**src/rtl/id_ex_stage.sv**
```systemverilog
// ---------------------------------------------------------------------------
// id_ex_stage : ID/EX pipeline register of the RISC-V Lite core.
//
// Captures register_file read data (with a write-through bypass from MEM/WB),
// the decoded immediate and control into the ID/EX register. It detects hazards
// that need a stall and drives stall_o towards PC / IF-ID.
//
// Build option (macro RVL_ID_EX_FORWARDING_EN):
//   defined   : EX operands are forwarded from EX/MEM and MEM/WB. Only a
//               load-use hazard stalls, for one bubble.
//   undefined : no forwarding. Any RAW on a producer in EX or EX/MEM stalls
//               until the producer reaches WB, where write-through resolves it.
//
// Ports
//   clk, RST        clock, asynchronous active-high reset
//   en              stage enable (0 = hold all state, no stall)
//   flush           kill the instruction entering EX
//   id_*            instruction in ID: sources, destination, read data,
//                   immediate, control, load / write flags
//   exm_*           EX/MEM destination, write flag, ALU result
//   wb_*            MEM/WB destination, write strobe, write data
//   stall_o         hold PC and IF/ID this cycle
//   ex_*            registered EX-side instruction, with forwarded operands
// ---------------------------------------------------------------------------
module id_ex_stage #(
    parameter int XLEN   = 32,
    parameter int CTRL_W = 8
) (
    input  logic              clk,
    input  logic              RST,
    input  logic              en,
    input  logic              flush,
    input  logic              id_valid,
    input  logic [4:0]        id_rs1,
    input  logic [4:0]        id_rs2,
    input  logic [4:0]        id_rd,
    input  logic [XLEN-1:0]   id_rdata1,
    input  logic [XLEN-1:0]   id_rdata2,
    input  logic [XLEN-1:0]   id_imm,
    input  logic [CTRL_W-1:0] id_ctrl,
    input  logic              id_mem_read,
    input  logic              id_reg_write,
    input  logic [4:0]        exm_rd,
    input  logic              exm_reg_write,
    input  logic [XLEN-1:0]   exm_result,
    input  logic [4:0]        wb_rd,
    input  logic              wb_reg_write,
    input  logic [XLEN-1:0]   wb_data,
    output logic              stall_o,
    output logic              ex_valid,
    output logic [XLEN-1:0]   ex_op1,
    output logic [XLEN-1:0]   ex_op2,
    output logic [XLEN-1:0]   ex_imm,
    output logic [4:0]        ex_rd,
    output logic [CTRL_W-1:0] ex_ctrl,
    output logic              ex_mem_read,
    output logic              ex_reg_write
);

    localparam logic [0:0] S_RUN   = 1'b0;
    localparam logic [0:0] S_STALL = 1'b1;

    logic [0:0]      state;
    logic [1:0]      cnt;         // bubbles still to insert after the current one
    logic [XLEN-1:0] ex_v1, ex_v2; // operand values captured at the ID/EX edge
    logic [XLEN-1:0] cap1, cap2;
    logic            hazard;
    logic [1:0]      hz_bubbles;
    logic            stall_raw;

    // register_file does not bypass its own write port, so a same-cycle WB
    // write to the register being read is picked up here. x0 reads as 0.
    assign cap1 = (id_rs1 == 5'd0) ? '0 :
                  (wb_reg_write && wb_rd != 5'd0 && wb_rd == id_rs1) ? wb_data : id_rdata1;
    assign cap2 = (id_rs2 == 5'd0) ? '0 :
                  (wb_reg_write && wb_rd != 5'd0 && wb_rd == id_rs2) ? wb_data : id_rdata2;

`ifdef RVL_ID_EX_FORWARDING_EN
    logic [4:0] ex_rs1, ex_rs2;

    assign hazard = ex_valid && ex_mem_read && ex_rd != 5'd0 && id_valid &&
                    (ex_rd == id_rs1 || ex_rd == id_rs2);
    assign hz_bubbles = 2'd1;

    // EX/MEM is the younger producer, so it wins over MEM/WB.
    assign ex_op1 = (exm_reg_write && exm_rd != 5'd0 && exm_rd == ex_rs1) ? exm_result :
                    (wb_reg_write  && wb_rd  != 5'd0 && wb_rd  == ex_rs1) ? wb_data    : ex_v1;
    assign ex_op2 = (exm_reg_write && exm_rd != 5'd0 && exm_rd == ex_rs2) ? exm_result :
                    (wb_reg_write  && wb_rd  != 5'd0 && wb_rd  == ex_rs2) ? wb_data    : ex_v2;

    always_ff @(posedge clk or posedge RST) begin
        if (RST) begin
            ex_rs1 <= '0;
            ex_rs2 <= '0;
        end else if (en) begin
            ex_rs1 <= id_rs1;
            ex_rs2 <= id_rs2;
        end
    end
`else
    logic ex_hit, exm_hit;

    assign ex_hit  = ex_valid && ex_reg_write && ex_rd != 5'd0 &&
                     (ex_rd == id_rs1 || ex_rd == id_rs2);
    assign exm_hit = exm_reg_write && exm_rd != 5'd0 &&
                     (exm_rd == id_rs1 || exm_rd == id_rs2);
    assign hazard  = id_valid && (ex_hit || exm_hit);
    // Producer in EX needs two cycles to reach WB, in EX/MEM only one.
    assign hz_bubbles = ex_hit ? 2'd2 : 2'd1;

    assign ex_op1 = ex_v1;
    assign ex_op2 = ex_v2;

    logic unused_exm;
    assign unused_exm = ^exm_result;
`endif

    // In STALL, further bubbles are owed only while the counter is nonzero;
    // with a zero counter the held instruction is released into EX.
    assign stall_raw = (state == S_RUN) ? hazard : (cnt != 2'd0);
    assign stall_o   = stall_raw && en && !flush && !RST;

    always_ff @(posedge clk or posedge RST) begin
        if (RST) begin
            state        <= S_RUN;
            cnt          <= '0;
            ex_valid     <= 1'b0;
            ex_reg_write <= 1'b0;
            ex_mem_read  <= 1'b0;
            ex_v1        <= '0;
            ex_v2        <= '0;
            ex_imm       <= '0;
            ex_rd        <= '0;
            ex_ctrl      <= '0;
        end else if (en) begin
            ex_v1   <= cap1;
            ex_v2   <= cap2;
            ex_imm  <= id_imm;
            ex_rd   <= id_rd;
            ex_ctrl <= id_ctrl;
            if (flush) begin
                ex_valid     <= 1'b0;
                ex_reg_write <= 1'b0;
                ex_mem_read  <= 1'b0;
                state        <= S_RUN;
                cnt          <= '0;
            end else if (stall_raw) begin
                ex_valid     <= 1'b0;
                ex_reg_write <= 1'b0;
                ex_mem_read  <= 1'b0;
                state        <= S_STALL;
                cnt          <= (state == S_RUN) ? 2'(hz_bubbles - 2'd1) : 2'(cnt - 2'd1);
            end else begin
                ex_valid     <= id_valid;
                ex_reg_write <= id_valid && id_reg_write;
                ex_mem_read  <= id_valid && id_mem_read;
                state        <= S_RUN;
                cnt          <= '0;
            end
        end
    end

endmodule

```
**config.mk**
```make
export PLATFORM = sky130hd
export DESIGN_NAME = id_ex_stage
export DESIGN_NICKNAME = d
export VERILOG_FILES = /design/src/rtl/id_ex_stage.sv
export SDC_FILE = /design/constraint.sdc
export NUM_CORES = 1
export LEC_CHECK = 0
export BUFFER_PORTS_ARGS = -buffer_cell sky130_fd_sc_hd__buf_4
export CELL_PAD_IN_SITES_DETAIL_PLACEMENT = 0
export CELL_PAD_IN_SITES_GLOBAL_PLACEMENT = 1
export CORE_MARGIN = 3
export CORE_UTILIZATION = 32
export DETAILED_ROUTE_END_ITERATION = 10
export GPL_TIMING_DRIVEN = 0
export PLACE_DENSITY = 0.88
export SLEW_MARGIN = 10
export SYNTH_ARGS = -nofsm -noshare
export SYNTH_HDL_FRONTEND = slang
export SYNTH_SLANG_ARGS = --single-unit
export TNS_END_PERCENT = 50
```
**constraint.sdc**
```tcl
create_clock -name clk -period 5.2 [get_ports clk]
set_clock_uncertainty 0.2 [all_clocks]
set_input_delay 1.04 -clock clk [delete_from_list [all_inputs] [get_ports clk]]
set_output_delay 1.04 -clock clk [all_outputs]
set_load 0.03 [all_outputs]
```
==> results of run 1 <==
-- logic make-up after synthesis --
family	count (synthesis)
mux	109
xor+xnor	30
compound gates	82
flops	115
buf+inv	95
simple gates	28
-- power groups by stage --
| stage | logic (mW) | clock network, mW | registers, mW |
|---|---|---|---|
| 2_1_floorplan | 0.177 | 0 | 1.22 |
| 3_3_place_gp | 0.655 | 0 | 1.05 |
| 3_5_place_dp | 0.664 | 0 | 1.05 |
| 4_1_cts | 0.666 | 1.19 | 1.03 |
| 5_1_grt | 0.702 | 1.23 | 1.05 |
| 6_report | 0.657 | 1.16 | 1.03 |
-- Yosys cell counts (2+ instances only) --
| library cell | number |
|---|---|
| nand2_1 | 5 |
| mux2i_1 | 64 |
| mux2_2 | 45 |
| or4_1 | 3 |
| clkbuf_1 | 19 |
| nor3_1 | 2 |
| buf_6 | 6 |
| o32ai_1 | 3 |
| o21ai_1 | 2 |
| inv_1 | 70 |
| xor2_1 | 4 |
| nand3_1 | 8 |
| nor2_1 | 4 |
| nor2b_1 | 2 |
| nor4_4 | 2 |
| dfrtp_1 | 115 |
| o22ai_1 | 68 |
| xnor2_1 | 26 |
-- final timing paths --
path / end / depth (start not counted)
setup / recovery: stall_o / 5
hold / removal: cnt[1] / 1
min in group asynchronous: ex_op1[29] / 2
setup reg to reg: ex_reg_write / 5
max in group asynchronous: ex_op1[0] / 3
hold reg to reg: cnt[1] / 1
-- worst register-to-register path, delay by kind of cell, from the launching register on --
family                    cells  cell delay, ns
AOI/OAI and AO/OA             3            0.62
and+or+nand+nor               1            0.10
DFF                           1            0.46
xor gates and xnor gates      1            0.16
-- stage by stage --
| step | setup slack [ns] | util (%) | TNS [ns] |
|---|---|---|---|
| floorplan | 0.916 | - | 0 |
| global placement | -0.685 | 48.0 | -78.24 |
| detailed placement | 1.39 | 48.2 | 0 |
| CTS | 1.37 | 51.8 | 0 |
| global route | 1.23 | 51.8 | 0 |
| finish | 1.42 | 51.8 | 0 |
-- layer usage --
layer / global-route usage (%) / vias up
met5: 0 / -
met4: 5.88 / 0
met3: 6.81 / 19
met2: 30.2 / 187
met1: 23.1 / 2146
li1: - / 2216
-- cell usage in the layout, fill, tap and decap left out, drive strengths merged --
cell type / n
a211oi: 1
a221oi: 1
a31o: 1
a31oi: 1
and2: 1
buf: 288
bufinv: 2
clkbuf: 41
clkinv: 5
clkinvlp: 1
dfrtp: 115
inv: 72
mux2: 45
mux2i: 64
nand2: 5
nand3: 8
nor2: 4
nor2b: 2
nor3: 2
nor4: 2
o211a: 1
o21a: 1
o21ai: 4
o22ai: 68
o31ai: 1
o32ai: 3
or4: 4
xnor2: 26
xor2: 4
-- flip-flops by register name, indices dropped and copies added, names as in the netlist --
signal and cells:
state 1, ex_ctrl 8, ex_mem_read 1, ex_op1 32, ex_reg_write 1, ex_rd 5
ex_op2 32, ex_imm 32, cnt 2, ex_valid 1
-- cell type report --
type | count | share of cell area (%)
sequential | 115 | 34.2
clock buffer | 22 | 5.52
tap | 216 | 3.21
clock inverter | 10 | 1.49
multi-input combinational | 249 | 25.3
buffer | 25 | 1.65
timing repair buffer | 282 | 25.4
inverter | 70 | 3.18
==> out/metrics.cfg, run 1 <==
[finish]
regArea_sq_um = 2880
fill_cells = 1498
final_area_sq_um = 8410
multi_input_area_sq_um = 2130
drive_above_1_share_pct = 47.5
nets = 962
n_antenna_cell = 0
area_delta_synth_final_pct = 55.5
fin_cells = 989

[timing]
fin_crit_sh_pct = 72.7
rsz0062_at_grt = no
timing.hold.ws_ns = 0.289
max-slew-margin-rel_pct = 55.6
setup_viol = 0
report.final.slew_viol_count = 0
worst_slew_pin_slew_ns = 0.662
min_period_ns = 3.78
max_freq_ghz = 0.265
hold_viol_final = 0

[clocking]
root_buffer = clkbuf_16
numCtsBuffers = 17
clock_path_buffers = 2
htree_levels = 4
cts_hold_buf = 0
clkSinkCount = 115
cts_resized = 0
path_clk_slew_ns = 0.05
cts_tree = built
postCtsSetupRepairBufs = 0
clk_latency_ns = 0.41

[synthesis]
ys_top_cells_by_area = dfrtp_1 (53%), mux2i_1 (12%), mux2_2 (9.4%), o22ai_1 (7.9%), inv_1 (4.9%)
synth_largest_area_cell = dfrtp_1
synth_cell_types = 29
synth_area_sq_um = 5410
synth_compound_area_share_pct = 9.97
synth-simple-area-share_pct = 3.31
synth_top_family_by_area = multiplexers
syn_avg_cell_area_sq_um = 11.8
yosys_register_bits = 115
synth_top_area_share_pct = 53.2
syn_inst = 459
synthesis.nets = 661
synth_fa_ha_area_share_pct = 0
ys_seq_area_share_pct = 53.2
synth_edf_count = 0
synth_ff_type = dfrtp_1
synth_xor_xnor_area_share_pct = 4.86
synth_mux_area_share_pct = 21.2
yosys_warnings = 0
synthArstFlopShare_pct = 100

[setup_path]
critPathLaunch = en
worstPathCellList = clkbuf_1, nor2b_1, o21ai_0, nor3_1, buf_4
cp.required_ns = 3.96
path_class = primary input to output pin
r2r_slack_ns = 3.51
critical_path.endpoint_type = output pin
cp_slowest_stage_delay_ns = 0.48
crit_arrival_ns = 2.54
worstPathMaxFanout = 10
crit_family = buffers and inverters
crit_slowest_cell = clkbuf_1
startpoint_type = primary input
cp_num_buf_inv = 2
regToRegStartpoint = ex_rd[4]

[run]
maxCapViolCount = 0

[route]
met1Wirelength_um = 7280
wl_per_cell_um = 17.7
dr_wl_met3_um = 1610
drt_wl_total_um = 17500
highest-signal-layer = met4
drt-pass1-iter-count = 4
detail-route-antenna-nets = 0
drt_iter0_drc = 120
drc = 0
viasPerCell = 4.62
wl_met2_um = 8390
via_count = 4568

[floorplanning]
die_area_sq_um = 18500
io_pins = 315
die_x_um = 136
die-height_um = 136
placementRows = 46
core_region_area_sq_um = 16200
start_util_pct = 33.3

[global_routing]
grt_pass1_wl_um = 26100
grt_max_degree = 79
grt_pass1_vias = 4869
antenna_found_initial = 0
grtUsageTotal_pct = 18.6
grt_overflow = 0

[pwr]
power_switching_mw = 0.840
clkPwrFrac_pct = 40.6
pwr-share-comb_pct = 23.1
ir_drop_mv = 0.215
p_leak_nw = 3.91
p_total_mw = 2.85
p_per_area_nw_per_um2 = 339
switching_share_pct = 29.5
seqPwrFrac_pct = 36.3
internal_power_mw = 2.01

[place]
dp_cells = 957
gp_congestion = 0.775
portBuffers = 281
dp_hpwl_um = 13500
placed_area_sq_um = 7820

[outcome]
status = finished clean

[min_path]
hold_start = cnt[1]
hp-class = register to register

Power figures use the tool's default switching activity.
==> run 2, diff against run 1 <==
==> constraint.sdc (replaced) <==
create_clock -name clk -period 3.6 [get_ports clk]
set_clock_uncertainty 0.2 [all_clocks]
set_input_delay 0.72 -clock clk [delete_from_list [all_inputs] [get_ports clk]]
set_output_delay 0.72 -clock clk [all_outputs]
set_load 0.03 [all_outputs]
==> run 2 against run 1 <==
  * Via count rose by 1.8%
  * Final cell count rose by 0.10%
  * Critical path depth rose by 1
  * First-iteration DRC count fell by 0.83%
  * Count of clock-buffer cells in the layout rose by 1
  * Sequential power rose by 45%
  * Utilization rose by 0.10 points
  * Hold slack got worse by 0.18 ns
  * Non-clock buffer count rose by 2
  * Critical endpoint unchanged
  * Largest cell class unchanged
  * Largest power group unchanged
  * Highest routed layer unchanged
==> out/metrics.cfg, run 2 (same netlist as run 1, synthesis figures left out) <==
[outcome]
status = finished clean  ; unchanged

[global_routing]
antenna_found_initial = 0  ; unchanged
grt_max_degree = 36  ; was 79
grt_pass1_vias = 5004  ; was 4,869
grtUsageTotal_pct = 18.7  ; was 18.6%
grt_pass1_wl_um = 26500  ; was 26,100 um
grt_overflow = 0  ; unchanged

[setup_path]
rr_endpoint = ex_valid  ; was ex_reg_write
cp_slowest_stage_delay_ns = 0.51  ; was 0.48 ns
r2r_slack_ns = 1.90  ; was 3.51 ns
worst-path-stages = 6  ; was 5
cp_num_buf_inv = 2  ; unchanged
regToRegStartpoint = ex_rd[4]  ; unchanged
worstPathCellList = buf_4, or4_1, o21a_1, a221oi_1, nor3_1, buf_4  ; was clkbuf_1, nor2b_1, o21ai_0, nor3_1, buf_4
startpoint_type = primary input  ; unchanged
cp.required_ns = 2.68  ; was 3.96 ns
path_common_cell = buf_4
critical_path.endpoint_type = output pin  ; unchanged
endpoint = stall_o  ; unchanged
path_class = primary input to output pin  ; unchanged
rr_worst_depth = 5  ; unchanged
critPathLaunch = exm_rd[1]  ; was en
crit_slowest_cell = or4_1  ; was clkbuf_1
crit_family = simple AND/OR/NAND/NOR gates  ; was buffers and inverters
worstPathMaxFanout = 3  ; was 10
crit_arrival_ns = 2.20  ; was 2.54 ns

[finish]
area_delta_synth_final_pct = 55.8  ; was 55.5%
drive_above_1_share_pct = 47.8  ; was 47.5%
nets = 964  ; was 962
n_antenna_cell = 0  ; unchanged
final_common_cell = buf_4  ; unchanged
final_cell_mix = buf_4 (281), dfrtp_1 (115), inv_1 (69)  ; unchanged

[route]
detail-route-antenna-nets = 0  ; unchanged
drt_wl_total_um = 17300  ; was 17,500 um
viasPerCell = 4.70  ; was 4.62
wl_per_cell_um = 17.5  ; was 17.7 um
drt_iter0_drc = 119  ; was 120
drt-pass1-iter-count = 4  ; unchanged
via_count = 4649  ; was 4,568
drc = 0  ; unchanged

[clocking]
root_buffer = clkbuf_16  ; unchanged
cts_tree = built  ; unchanged
clock_path_buffers = 2  ; unchanged
postCtsSetupRepairBufs = 0  ; unchanged
numCtsBuffers = 17  ; unchanged
htree_levels = 4  ; unchanged
clkSinkCount = 115  ; unchanged
cts_resized = 0  ; unchanged
path_clk_slew_ns = 0.05  ; about the same
cts_hold_buf = 0  ; unchanged
clk_latency_ns = 0.40  ; was 0.41 ns

[timing]
min_period_ns = 3.12
fin_crit_sh_pct = 86.5
worst_slew_pin_slew_ns = 0.678  ; was 0.662 ns
fin_tns_setup_ns = 0  ; unchanged
setup_viol = 0  ; unchanged
rsz0062_at_grt = no  ; unchanged
report.final.slew_viol_count = 0  ; unchanged
max-slew-margin-rel_pct = 54.4  ; was 55.6%
hold_viol_final = 0  ; unchanged
max_freq_ghz = 0.321
timing.hold.ws_ns = 0.110  ; was 0.289 ns

[place]
gp_congestion = 0.738  ; was 0.775
dp_hpwl_um = 13600  ; was 13,500 um
portBuffers = 281  ; unchanged

[pwr]
p_per_area_nw_per_um2 = 482  ; was 339 nW/um^2
p_leak_nw = 3.92  ; was 3.91 nW
p_total_mw = 4.06  ; was 2.85 mW
ir_drop_mv = 0.308  ; was 0.215 mV

[floorplanning]
die_area_sq_um = 18500  ; unchanged
placementRows = 46  ; unchanged
start_util_pct = 33.3  ; unchanged
io_pins = 315  ; unchanged
die_x_um = 136  ; unchanged
core_region_area_sq_um = 16200  ; unchanged
die-height_um = 136  ; unchanged

[min_path]
hp-class = primary input to async pin  ; was register to register

[run]
maxCapViolCount = 0  ; unchanged

[run 2: cell count changes in the layout (fill, tap and decap cells not counted), sizes merged]
cell,previous run,this run
bufinv,2,1
clkinv,5,4
clkbuf,41,42
buf,288,290
clkinvlp,1,4
inv,72,69
[run 2: cell type report]
type / instances / area, sq um
Sequential cell: 115 / 2880
Clock inverter: 8 / 76.3
Clock buffer: 23 / 498
Tap cell: 216 / 270
Buffer: 25 / 139
Timing Repair Buffer: 284 / 2170
Multi-Input combinational cell: 249 / 2130
Inverter: 70 / 267
Fill cell: 1492 / 7800
[run 2: layer usage]
| layer | track usage, % | vias up | part of all wire [%] |
|---|---|---|---|
| li1 | - | 2228 | - |
| met1 | 22.4 | 2209 | 40 |
| met2 | 31.0 | 198 | 49 |
| met3 | 7.92 | 14 | 10 |
| met4 | 4.87 | 0 | 1.0 |
| met5 | 0 | - | 0 |
[run 2: worst min path at each step]
stage | startpoint | to | slack, ns | depth (start not counted)
finish | RST | ex_imm[0] | 0.11 | 2
global placement | cnt[1] | cnt[1] | 0.27 | 1
CTS | RST | ex_imm[4] | 0.10 | 2
floorplan | cnt[1] | cnt[1] | 0.25 | 1
detailed placement | cnt[1] | cnt[1] | 0.27 | 1
global route | RST | ex_ctrl[1] | 0.10 | 2
[run 2: where the power goes]
group | switching (mW) | internal (mW) | leakage (nW)
clock network | 0.586 | 1.03 | 0.277
logic | 0.530 | 0.422 | 2.25
registers | 0.0747 | 1.42 | 1.39
[run 2: worst register-to-register path: cells and delay by family, from the launching register on]
family	cells	cell delay, ns
flip-flops	1	0.46
AND/OR/NAND/NOR	1	0.09
AO/OA/AOI/OAI	3	0.64
XOR/XNOR	1	0.17
[run 2: through the flow]
stage	area [sq um]	instances	setup slack [ns]	utilization [%]
after global routing	8430	990	0.358	51.9
after CTS	8430	990	0.460	51.9
after global placement	7790	956	0.387	48.0
after detailed placement	7850	959	0.467	48.4
final	8430	990	0.485	51.9
after floorplan	5410	459	0.655	-
==> run 3, diff against run 2 <==
--- a/config.mk
+++ b/config.mk
@@ -13,6 +13,7 @@
 export DETAILED_ROUTE_END_ITERATION = 10
 export GPL_TIMING_DRIVEN = 0
 export PLACE_DENSITY = 0.88
+export REMOVE_ABC_BUFFERS = 1
 export SLEW_MARGIN = 10
 export SYNTH_ARGS = -nofsm -noshare
 export SYNTH_HDL_FRONTEND = slang
==> run 3 against run 2 <==
  * Cell area grew 0.36%
  * Sequential power about the same
  * Die area stayed put
  * Combinational power is essentially flat
  * Final cell count fell by 1.6%
  * Non-clock buffer count shrank 17
  * Critical path type unchanged
  * Critical endpoint unchanged
==> out/metrics.cfg, run 3 (same netlist as run 1, synthesis figures left out) <==
[setup_path]
crit_family = buffers and inverters  ; was simple AND/OR/NAND/NOR gates
path_class = primary input to output pin  ; unchanged
worstPathCellList = buf_6, nor2b_1, o21ai_0, nor3_1, buf_4  ; was buf_4, or4_1, o21a_1, a221oi_1, nor3_1, buf_4
r2r_slack_ns = 1.87  ; was 1.90 ns
startpoint_type = primary input  ; unchanged
cp_num_buf_inv = 2  ; unchanged
cp.required_ns = 2.68  ; about the same
cp_slowest_stage_delay_ns = 0.69  ; was 0.51 ns
critical_path.endpoint_type = output pin  ; unchanged
worstPathMaxFanout = 118  ; was 3
crit_slowest_cell = buf_6  ; was or4_1
crit_arrival_ns = 2.41  ; was 2.20 ns

[timing]
setup_viol = 0  ; unchanged
worst_slew_pin_slew_ns = 1.01  ; was 0.678 ns
fin_crit_sh_pct = 92.4  ; was 86.5%
min_period_ns = 3.33  ; was 3.12 ns
max_freq_ghz = 0.301  ; was 0.321 GHz
report.final.slew_viol_count = 0  ; unchanged
fin_tns_setup_ns = 0  ; unchanged
max-slew-margin-rel_pct = 32.7  ; was 54.4%
rsz0062_at_grt = no  ; unchanged
timing.hold.ws_ns = 0.165  ; was 0.110 ns
hold_viol_final = 0  ; unchanged

[pwr]
power_switching_mw = 1.24  ; was 1.19 mW
switching_share_pct = 29.9  ; was 29.3%
clkPwrFrac_pct = 41.1  ; was 39.8%
ir_drop_mv = 0.392  ; was 0.308 mV
p_per_area_nw_per_um2 = 491  ; was 482 nW/um^2
pwr-share-comb_pct = 22.9  ; was 23.4%
p_leak_nw = 3.94  ; was 3.92 nW
internal_power_mw = 2.91  ; was 2.87 mW
seqPwrFrac_pct = 35.9  ; was 36.7%

[global_routing]
grt_overflow = 0  ; unchanged
grt_max_degree = 119  ; was 36
grt_pass1_vias = 5069  ; was 5,004
grt_pass1_wl_um = 25800  ; was 26,500 um
antenna_found_initial = 0  ; unchanged
grtUsageTotal_pct = 18.1  ; was 18.7%

[route]
drc = 0  ; unchanged
drt_wl_total_um = 16900  ; was 17,300 um
wl_per_cell_um = 17.4  ; was 17.5 um
drt-pass1-iter-count = 4  ; unchanged
viasPerCell = 4.79  ; was 4.70
via_count = 4666  ; was 4,649
detail-route-antenna-nets = 0  ; unchanged
drt_iter0_drc = 135  ; was 119

[clocking]
clkSinkCount = 115  ; unchanged
htree_levels = 4  ; unchanged
path_clk_slew_ns = 0.06  ; was 0.05 ns
root_buffer = clkbuf_16  ; unchanged
numCtsBuffers = 17  ; unchanged
cts_hold_buf = 0  ; unchanged
clock_path_buffers = 2  ; unchanged
cts_tree = built  ; unchanged
cts_resized = 0  ; unchanged
clk_latency_ns = 0.40  ; about the same
postCtsSetupRepairBufs = 0  ; unchanged

[finish]
area_delta_synth_final_pct = 56.4  ; was 55.8%
final_common_cell = buf_4  ; unchanged
nets = 947  ; was 964
final_area_sq_um = 8460  ; was 8430 sq um
fill_cells = 1487  ; was 1,492
final_cell_mix = buf_4 (281), dfrtp_1 (115), inv_1 (69)  ; unchanged
n_antenna_cell = 0  ; unchanged
drive_above_1_share_pct = 49.6  ; was 47.8%

[place]
dp_hpwl_um = 12700  ; was 13,600 um
gp_congestion = 0.801  ; was 0.738
placed_area_sq_um = 7850  ; about the same
portBuffers = 282  ; was 281

[floorplanning]
placementRows = 46  ; unchanged
core_region_area_sq_um = 16200  ; unchanged
io_pins = 315  ; unchanged
start_util_pct = 33.3  ; unchanged
die-height_um = 136  ; unchanged
die_x_um = 136  ; unchanged
die_area_sq_um = 18500  ; unchanged

[outcome]
status = finished clean  ; unchanged

[run]
maxCapViolCount = 0  ; unchanged

[min_path]
hp-class = primary input to async pin  ; unchanged

==> run 3: cell count changes in the layout (fill, tap and decap cells not counted), sizes merged <==
cell	previous run	this run
clkbuf	42	19
inv	69	74
buf	290	292
clkinvlp	4	2
bufinv	1	2
clkinv	4	5
==> run 3: path summary, 6_finish.rpt <==
path | cells after the start | end | start
worst max-delay path | 5 | stall_o | en
worst min-delay path | 2 | ex_op1[18] | RST
worst max register to register | 5 | state | ex_rd[0]
worst min register to register | 1 | cnt[1] | cnt[1]
max in group asynchronous | 3 | ex_op1[3] | RST
min in group clk | 1 | cnt[1] | cnt[1]
==> run 3: per-stage QoR <==
stage	power (mW)	cells	utilization, %	setup WS (ns)
final	4.15	974	52.1	0.274
after global routing	4.34	974	52.1	0.0558
after CTS	4.21	974	52.1	0.268
after detailed placement	2.48	942	48.4	0.273
after global placement	2.44	932	47.2	-1.93
after floorplan	1.99	434	-	-0.364
==> run 3: area by class of cell <==
class	instances	area, sq um	area share, %
clock buffer	19	453	5.36
clock inverter	13	150	1.78
inverter	70	268	3.17
multi-input combinational	249	2150	25.4
sequential	115	2880	34.0
tap	216	270	3.20
timing repair buffer	292	2290	27.0
==> run 3: power by group through the flow <==
| stage | clock, mW | sequential [mW] | combinational (mW) |
|---|---|---|---|
| 4_1_cts | 1.75 | 1.49 | 0.964 |
| 3_5_place_dp | 0 | 1.51 | 0.962 |
| 6_report | 1.71 | 1.49 | 0.951 |
| 3_3_place_gp | 0 | 1.51 | 0.934 |
| 2_1_floorplan | 0 | 1.76 | 0.236 |
| 5_1_grt | 1.82 | 1.51 | 1.01 |
==> run 3: metal layers <==
metal  share of wire [%]  vias up  global-route usage [%]
li1                    -     2191                       -
met1                  39     2250                    20.1
met2                  49      200                    30.8
met3                  10       25                    7.85
met4                 1.8        0                    6.83
met5                   0        -                       0
